===== config.mk =====
export PLATFORM = sky130hd
export DESIGN_NAME = tree_feature_sequencer_flat
export DESIGN_NICKNAME = d
export VERILOG_FILES = /design/src/rtl/tree_feature_sequencer_if.sv /design/src/rtl/tree_feature_sequencer.sv /design/src/flat_wrapper.sv
export SDC_FILE = /design/constraint.sdc
export NUM_CORES = 1
export LEC_CHECK = 0
export ABC_AREA = 1
export ABC_CLOCK_PERIOD_IN_PS = 3500
export BUFFER_PORTS_ARGS = -buffer_cell sky130_fd_sc_hd__clkbuf_2
export CAP_MARGIN = 10
export CORE_UTILIZATION = 55
export CTS_CLUSTER_DIAMETER = 40
export CTS_CLUSTER_SIZE = 30
export DETAILED_ROUTE_END_ITERATION = 10
export GPL_TIMING_DRIVEN = 0
export HOLD_SLACK_MARGIN = 0.03
export PLACE_DENSITY = 0.86
export RECOVER_POWER = 100
export SLEW_MARGIN = 10
export SYNTH_ARGS = -nofsm -noshare
export SYNTH_HDL_FRONTEND = slang
export SYNTH_SLANG_ARGS = --single-unit

===== constraint.sdc =====
create_clock -name clk -period 3.5 [get_ports clk]
set_input_delay 0.175 -clock clk [delete_from_list [all_inputs] [get_ports clk]]
set_output_delay 0.175 -clock clk [all_outputs]
set_load 0.01 [all_outputs]

===== src/rtl/tree_feature_sequencer_if.sv =====
// ---------------------------------------------------------------------------
// tree_feature_sequencer_if
// Bundles every data/handshake signal of the tree feature sequencer so the
// design and its surroundings connect through one port.
//
// Signals
//   in_valid/in_first/in_data/in_ready : upstream byte stream (first-byte flag)
//   X13, X27, X235, X264, X278         : registered features to the classifier
//   class_in                           : class returned by the classifier
//   out_valid/out_ready/out_class      : downstream result handshake
//   frame_errs                         : saturating framing-error count
//   sample_cnt                         : wrapping count of delivered results
//
// Modports
//   master : the environment (drives bytes, class_in, out_ready)
//   slave  : the sequencer itself
// ---------------------------------------------------------------------------
interface tree_feature_sequencer_if;
  logic        in_valid;
  logic        in_first;
  logic [7:0]  in_data;
  logic        in_ready;
  logic [7:0]  X13;
  logic [7:0]  X27;
  logic [7:0]  X235;
  logic [7:0]  X264;
  logic [7:0]  X278;
  logic [4:0]  class_in;
  logic        out_valid;
  logic        out_ready;
  logic [4:0]  out_class;
  logic [7:0]  frame_errs;
  logic [15:0] sample_cnt;

  // The environment side: produces bytes and the classifier answer,
  // consumes results and status.
  modport master (
    output in_valid, in_first, in_data, class_in, out_ready,
    input  in_ready, X13, X27, X235, X264, X278,
           out_valid, out_class, frame_errs, sample_cnt
  );

  // The sequencer side.
  modport slave (
    input  in_valid, in_first, in_data, class_in, out_ready,
    output in_ready, X13, X27, X235, X264, X278,
           out_valid, out_class, frame_errs, sample_cnt
  );
endinterface


===== src/rtl/tree_feature_sequencer.sv =====
// ---------------------------------------------------------------------------
// tree_feature_sequencer
// Collects a five-byte feature frame (X13, X27, X235, X264, X278) from a
// valid/ready byte stream, holds the features steady for an external
// combinational tree classifier, waits SETTLE_CYCLES for its answer to
// settle, captures the class and offers it downstream with valid/ready.
//
// Ports
//   clk : rising-edge clock
//   rst : synchronous active-high reset
//   bus : tree_feature_sequencer_if.slave (byte input, features, class_in,
//         result handshake, frame_errs and sample_cnt status)
//
// Parameter
//   SETTLE_CYCLES : 1..15, classifier settle time after the last byte
// ---------------------------------------------------------------------------
module tree_feature_sequencer #(
  parameter int unsigned SETTLE_CYCLES = 2
) (
  input  logic                   clk,
  input  logic                   rst,
  tree_feature_sequencer_if.slave bus
);

  typedef enum logic [1:0] {
    LOAD   = 2'd0,
    SETTLE = 2'd1,
    OUT    = 2'd2
  } state_t;

  localparam logic [3:0] SETTLE_LOAD = 4'(SETTLE_CYCLES);

  state_t      state_q,     state_d;
  logic [2:0]  idx_q,       idx_d;
  logic [3:0]  cnt_q,       cnt_d;
  logic [7:0]  featRegs_q [5];
  logic [7:0]  featRegs_d [5];
  logic        outValid_q,  outValid_d;
  logic [4:0]  outClass_q,  outClass_d;
  logic [7:0]  frameErrs_q, frameErrs_d;
  logic [15:0] sampleCnt_q, sampleCnt_d;
  logic        errEvent;

  // State register: every piece of state lives here and is cleared together
  // by the synchronous reset, which also aborts any frame in flight.
  always_ff @(posedge clk) begin
    if (rst) begin
      state_q     <= LOAD;
      idx_q       <= 3'd0;
      cnt_q       <= 4'd0;
      featRegs_q  <= '{default: 8'h00};
      outValid_q  <= 1'b0;
      outClass_q  <= 5'd0;
      frameErrs_q <= 8'd0;
      sampleCnt_q <= 16'd0;
    end else begin
      state_q     <= state_d;
      idx_q       <= idx_d;
      cnt_q       <= cnt_d;
      featRegs_q  <= featRegs_d;
      outValid_q  <= outValid_d;
      outClass_q  <= outClass_d;
      frameErrs_q <= frameErrs_d;
      sampleCnt_q <= sampleCnt_d;
    end
  end

  // Next-state logic. Bytes are only taken in LOAD, so the feature registers
  // stay frozen while the classifier settles and while the result waits.
  // A first-flagged byte always restarts the frame at X13; a byte without
  // the flag and no frame open is discarded. Either irregularity bumps the
  // error counter once, saturating at 255. The settle counter is loaded with
  // SETTLE_CYCLES and the class is captured on the cycle it reads 1, which
  // makes the result appear SETTLE_CYCLES+1 cycles after the last byte.
  always_comb begin
    state_d     = state_q;
    idx_d       = idx_q;
    cnt_d       = cnt_q;
    featRegs_d  = featRegs_q;
    outValid_d  = outValid_q;
    outClass_d  = outClass_q;
    frameErrs_d = frameErrs_q;
    sampleCnt_d = sampleCnt_q;
    errEvent    = 1'b0;

    case (state_q)
      LOAD: begin
        if (bus.in_valid) begin
          if (bus.in_first) begin
            featRegs_d[0] = bus.in_data;
            idx_d         = 3'd1;
            errEvent      = (idx_q != 3'd0);
          end else if (idx_q == 3'd0) begin
            errEvent = 1'b1;
          end else begin
            featRegs_d[idx_q] = bus.in_data;
            if (idx_q == 3'd4) begin
              idx_d   = 3'd0;
              cnt_d   = SETTLE_LOAD;
              state_d = SETTLE;
            end else begin
              idx_d = idx_q + 3'd1;
            end
          end
        end
      end
      SETTLE: begin
        cnt_d = cnt_q - 4'd1;
        if (cnt_q == 4'd1) begin
          outClass_d = bus.class_in;
          outValid_d = 1'b1;
          state_d    = OUT;
        end
      end
      OUT: begin
        if (bus.out_ready) begin
          sampleCnt_d = sampleCnt_q + 16'd1;
          outValid_d  = 1'b0;
          state_d     = LOAD;
        end
      end
      default: begin
        state_d = LOAD;
      end
    endcase

    if (errEvent && (frameErrs_q != 8'hFF)) begin
      frameErrs_d = frameErrs_q + 8'd1;
    end
  end

  // Output mapping: the byte stream is back-pressured whenever a frame is
  // being evaluated or its result has not yet been taken.
  assign bus.in_ready   = (state_q == LOAD);
  assign bus.X13        = featRegs_q[0];
  assign bus.X27        = featRegs_q[1];
  assign bus.X235       = featRegs_q[2];
  assign bus.X264       = featRegs_q[3];
  assign bus.X278       = featRegs_q[4];
  assign bus.out_valid  = outValid_q;
  assign bus.out_class  = outClass_q;
  assign bus.frame_errs = frameErrs_q;
  assign bus.sample_cnt = sampleCnt_q;

endmodule


===== src/flat_wrapper.sv =====
// flat-port wrapper written by rule: the top's interface ports become plain ports
module tree_feature_sequencer_flat 
#(
  parameter int unsigned SETTLE_CYCLES = 2
)
  (clk, rst, bus_in_valid, bus_in_first, bus_in_data, bus_class_in, bus_out_ready, bus_in_ready, bus_X13, bus_X27, bus_X235, bus_X264, bus_X278, bus_out_valid, bus_out_class, bus_frame_errs, bus_sample_cnt);
  tree_feature_sequencer_if bus_i ();
  input  logic clk;
  input  logic rst;
  input wire logic [$bits(bus_i.in_valid)-1:0] bus_in_valid;
  input wire logic [$bits(bus_i.in_first)-1:0] bus_in_first;
  input wire logic [$bits(bus_i.in_data)-1:0] bus_in_data;
  input wire logic [$bits(bus_i.class_in)-1:0] bus_class_in;
  input wire logic [$bits(bus_i.out_ready)-1:0] bus_out_ready;
  output wire logic [$bits(bus_i.in_ready)-1:0] bus_in_ready;
  output wire logic [$bits(bus_i.X13)-1:0] bus_X13;
  output wire logic [$bits(bus_i.X27)-1:0] bus_X27;
  output wire logic [$bits(bus_i.X235)-1:0] bus_X235;
  output wire logic [$bits(bus_i.X264)-1:0] bus_X264;
  output wire logic [$bits(bus_i.X278)-1:0] bus_X278;
  output wire logic [$bits(bus_i.out_valid)-1:0] bus_out_valid;
  output wire logic [$bits(bus_i.out_class)-1:0] bus_out_class;
  output wire logic [$bits(bus_i.frame_errs)-1:0] bus_frame_errs;
  output wire logic [$bits(bus_i.sample_cnt)-1:0] bus_sample_cnt;
  assign bus_i.in_valid = bus_in_valid;
  assign bus_i.in_first = bus_in_first;
  assign bus_i.in_data = bus_in_data;
  assign bus_i.class_in = bus_class_in;
  assign bus_i.out_ready = bus_out_ready;
  assign bus_in_ready = bus_i.in_ready;
  assign bus_X13 = bus_i.X13;
  assign bus_X27 = bus_i.X27;
  assign bus_X235 = bus_i.X235;
  assign bus_X264 = bus_i.X264;
  assign bus_X278 = bus_i.X278;
  assign bus_out_valid = bus_i.out_valid;
  assign bus_out_class = bus_i.out_class;
  assign bus_frame_errs = bus_i.frame_errs;
  assign bus_sample_cnt = bus_i.sample_cnt;
  tree_feature_sequencer #(.SETTLE_CYCLES(SETTLE_CYCLES)) u_core (.clk(clk), .rst(rst), .bus(bus_i));
endmodule

==> key figures <==
Run status
  – Status: complete, no violations

Detailed routing
  – Vias per cell: approximately 5.2
  – Routed Antenna Nets: 0
  – 1st-iter DRT viols: 148
  – Total Wirelength: roughly 8400 microns
  – Avg WL per Cell: ~12 microns
  – DRC Markers: 0
  – Total number of vias: between 3000 and 4000
  – Initial DRT Pass Iterations: 5

Timing
  – RSZ-0062 raised after global routing: false
  – Final Hold Fails: 0
  – Worst setup margin: 0.892 ns
  – Final critical-path share of the clock period: 74.5%
  – Slew @ Worst Pin: 0.697 ns
  – Post-route setup TNS: 0 ns
  – Final setup viols: 0
  – Relative slew margins: 53.0%
  – Fin. max-slew vios: 0
  – Clock skew: 0.00876 ns
  – Max Clock Freq: 383 MHz
  – Final hold slack: slightly above 0.05 ns
  – Minimum clock period: 2.61 ns

Min path
  – Hold WC Path Type: in -> reg

GRT
  – Total gr overflow: 0
  – Vias in the first global route: about 3100
  – First-pass GRT wire length: 13300 microns
  – Largest net degree at the start of global routing: 15
  – Tot GR Track Use: about a quarter
  – Initial antenna violation count: 0

Placement
  – Port Buffer Count: between 80 and 90
  – Cells after DPL: between 600 and 700
  – Hpwl dp: 6190 microns
  – Placed Instance Area: just over 4000 sq um
  – Gpl congestion: around 0.9
  – Post-Place Worst Slack: approximately 1.2 ns

Final layout
  – Post-route cell area: 4150 sq um
  – Non-Filler Instances: 687
  – Final core occ: 68.5%
  – Number of diodes: 0
  – Layout cells sized above 1: about 5.9%
  – Fin nets: roughly 630
  – Area delta synth->final: 17.1%
  – Fillers: around 550

Floorplan
  – Boundary pin count: between 80 and 90
  – Die area: ~6800 sq um
  – Core area: just over 6000 sq um
  – # rows: 28
  – Initial Util: 58.5%
  – Chip height: 82.3 microns
  – Die span in x: between 80 and 90 microns

Synth
  – Post-synth top cells: nor2_1, nand2_1, dfxtp_1
  – Seq/Total Area, Yosys: 44.6%
  – Synth Net Count: 534
  – Distinct cells, synth: 33
  – Fraction of registers with async set/reset: 0%
  – Number of synthesized flops with an enable pin: 0
  – Dominant synthesized flop cell: dfxtp_1
  – Synth top area share: 44.6%
  – Count leader, synth: nor2_1
  – Number of synthesized register bits: 79
  – Post-Syn Area: approximately 3500 sq um
  – Synth warn: 0
  – Mean Syn Cell Area: 6.97 sq um
  – Cell taking the most area after synthesis: dfxtp_1
  – Top post-synthesis cells by area: dfxtp_1, nor2_1, nand2_1, inv_1, o21ai_0
  – Gate count of the mapped netlist: about 500

CTS
  – Setup Buffers After CTS: 0
  – Post-CTS sizing: 0
  – Clock Path Buffers: 2
  – Worst-path clk slew: about 0.080 ns
  – Hold Buf Count CTS: 0
  – Num CTS Buffers: 9
  – Clk_lat worst skew: between 0.3 and 0.4 ns
  – CTS tree: yes
  – H-tree Lvls: 3
  – CTS sink count: just under 80
  – Root Driver: clkbuf_8

Pwr
  – Leakage power: between 1.5 and 2 nW
  – Total power: roughly 1.9 mW
  – Pwr dens: 457 nW/um^2
  – VDD IR-drop max: 0.273 mV

Critical path
  – CP Class: reg -> reg
  – CP Data Required Time: 3.79 ns
  – Nature of the critical path endpoint: register
  – Crit Path Max Fanout: 8
  – CP arrival: 2.90 ns
  – Setup crit start kind: register

Job
  – Max cap viols: 0
==> flip-flops by register name, indices dropped and copies added (netlist names), 3 cells and up <==
| register | count |
|---|---|
| u_core.bus.X13 | 8 |
| u_core.cnt_q | 4 |
| u_core.bus.X235 | 8 |
| u_core.bus.frame_errs | 8 |
| u_core.idx_q | 3 |
| u_core.bus.X278 | 8 |
| u_core.bus.sample_cnt | 16 |
| u_core.bus.X264 | 8 |
| u_core.bus.X27 | 8 |
| u_core.bus.out_class | 5 |
==> routing by layer <==
| layer | GRT usage [%] | vias up | wire (microns) |
|---|---|---|---|
| li1 | - | 1806 | - |
| met3 | 4.07 | 17 | 442 |
| met2 | 44.8 | 97 | 4130 |
| met1 | 30.2 | 1620 | 3700 |
| met5 | 0 | - | 0 |
| met4 | 13.5 | 0 | 168 |
==> critical path, cell delays in order (launching register included) <==
cell and delay, ns:
dfxtp_1 0.36, inv_1 0.15, ha_1 0.21, inv_1 0.07, nor2_1 0.18, inv_1 0.07, ha_1 0.28, nand2_1 0.06
nor2_1 0.50, nand2_1 0.29, o21ai_0 0.22, nand2_1 0.07, nor2_1 0.10
==> path summary, 6_finish.rpt <==
check        slack, ns                                    end                               from  cells past startpoint
max               0.89  u_core.bus.frame_errs[3]$_SDFFE_PP0P_       u_core.idx_q[0]$_SDFFE_PP0P_                     12
max reg2reg       0.89  u_core.bus.frame_errs[3]$_SDFFE_PP0P_       u_core.idx_q[0]$_SDFFE_PP0P_                     12
min reg2reg       0.47      u_core.bus.out_valid$_SDFFE_PP0P_  u_core.bus.out_valid$_SDFFE_PP0P_                      2
min               0.05   u_core.bus.out_class[3]$_SDFFE_PP0P_                    bus_class_in[3]                      3
==> area by class of cell <==
class	instances	area (sq um)	area share (%)
sequential	79	1580	38.1
clock buffer	9	124	2.98
timing repair buffer	87	348	8.38
buffer	13	50.0	1.21
clock inverter	7	121	2.92
inverter	56	210	5.06
multi-input combinational	361	1620	39.1
tap	75	93.8	2.26
==> cell families (layout without fill, tap and decap cells) <==
kind of cell             Yosys count  after routing  share of synthesized area [%]
AO/OA/AOI/OAI                     72             72                           10.8
AND/OR/NAND/NOR                  276            276                           32.9
flip-flops                        79             79                           44.6
XOR/XNOR                           6              6                           1.48
buffers and inverters             69            172                           7.69
adder cells (fa/ha/maj)            7              7                           2.47
==> power by group <==
| part | switching, mW | total, mW | internal [mW] | leakage, nW |
|---|---|---|---|---|
| combinational | 0.108 | 0.158 | 0.0500 | 0.975 |
| sequential | 0.0137 | 0.931 | 0.918 | 0.639 |
| clock | 0.334 | 0.810 | 0.476 | 0.123 |
| total | 0.456 | 1.90 | 1.44 | 1.74 |
==> cell usage in the layout, fill, tap and decap left out, drive strengths merged, types with 4 or more instances in the layout <==
cell,netlist,routed
dfxtp,79,79
clkbuf,7,106
ha,7,7
nor2,136,136
nand2,99,99
nor3,5,5
clkinv,0,4
a21oi,27,27
nand3,22,22
nand4,10,10
o21ai,41,41
inv,56,56
xor2,6,6
Power figures use the tool's default switching activity.
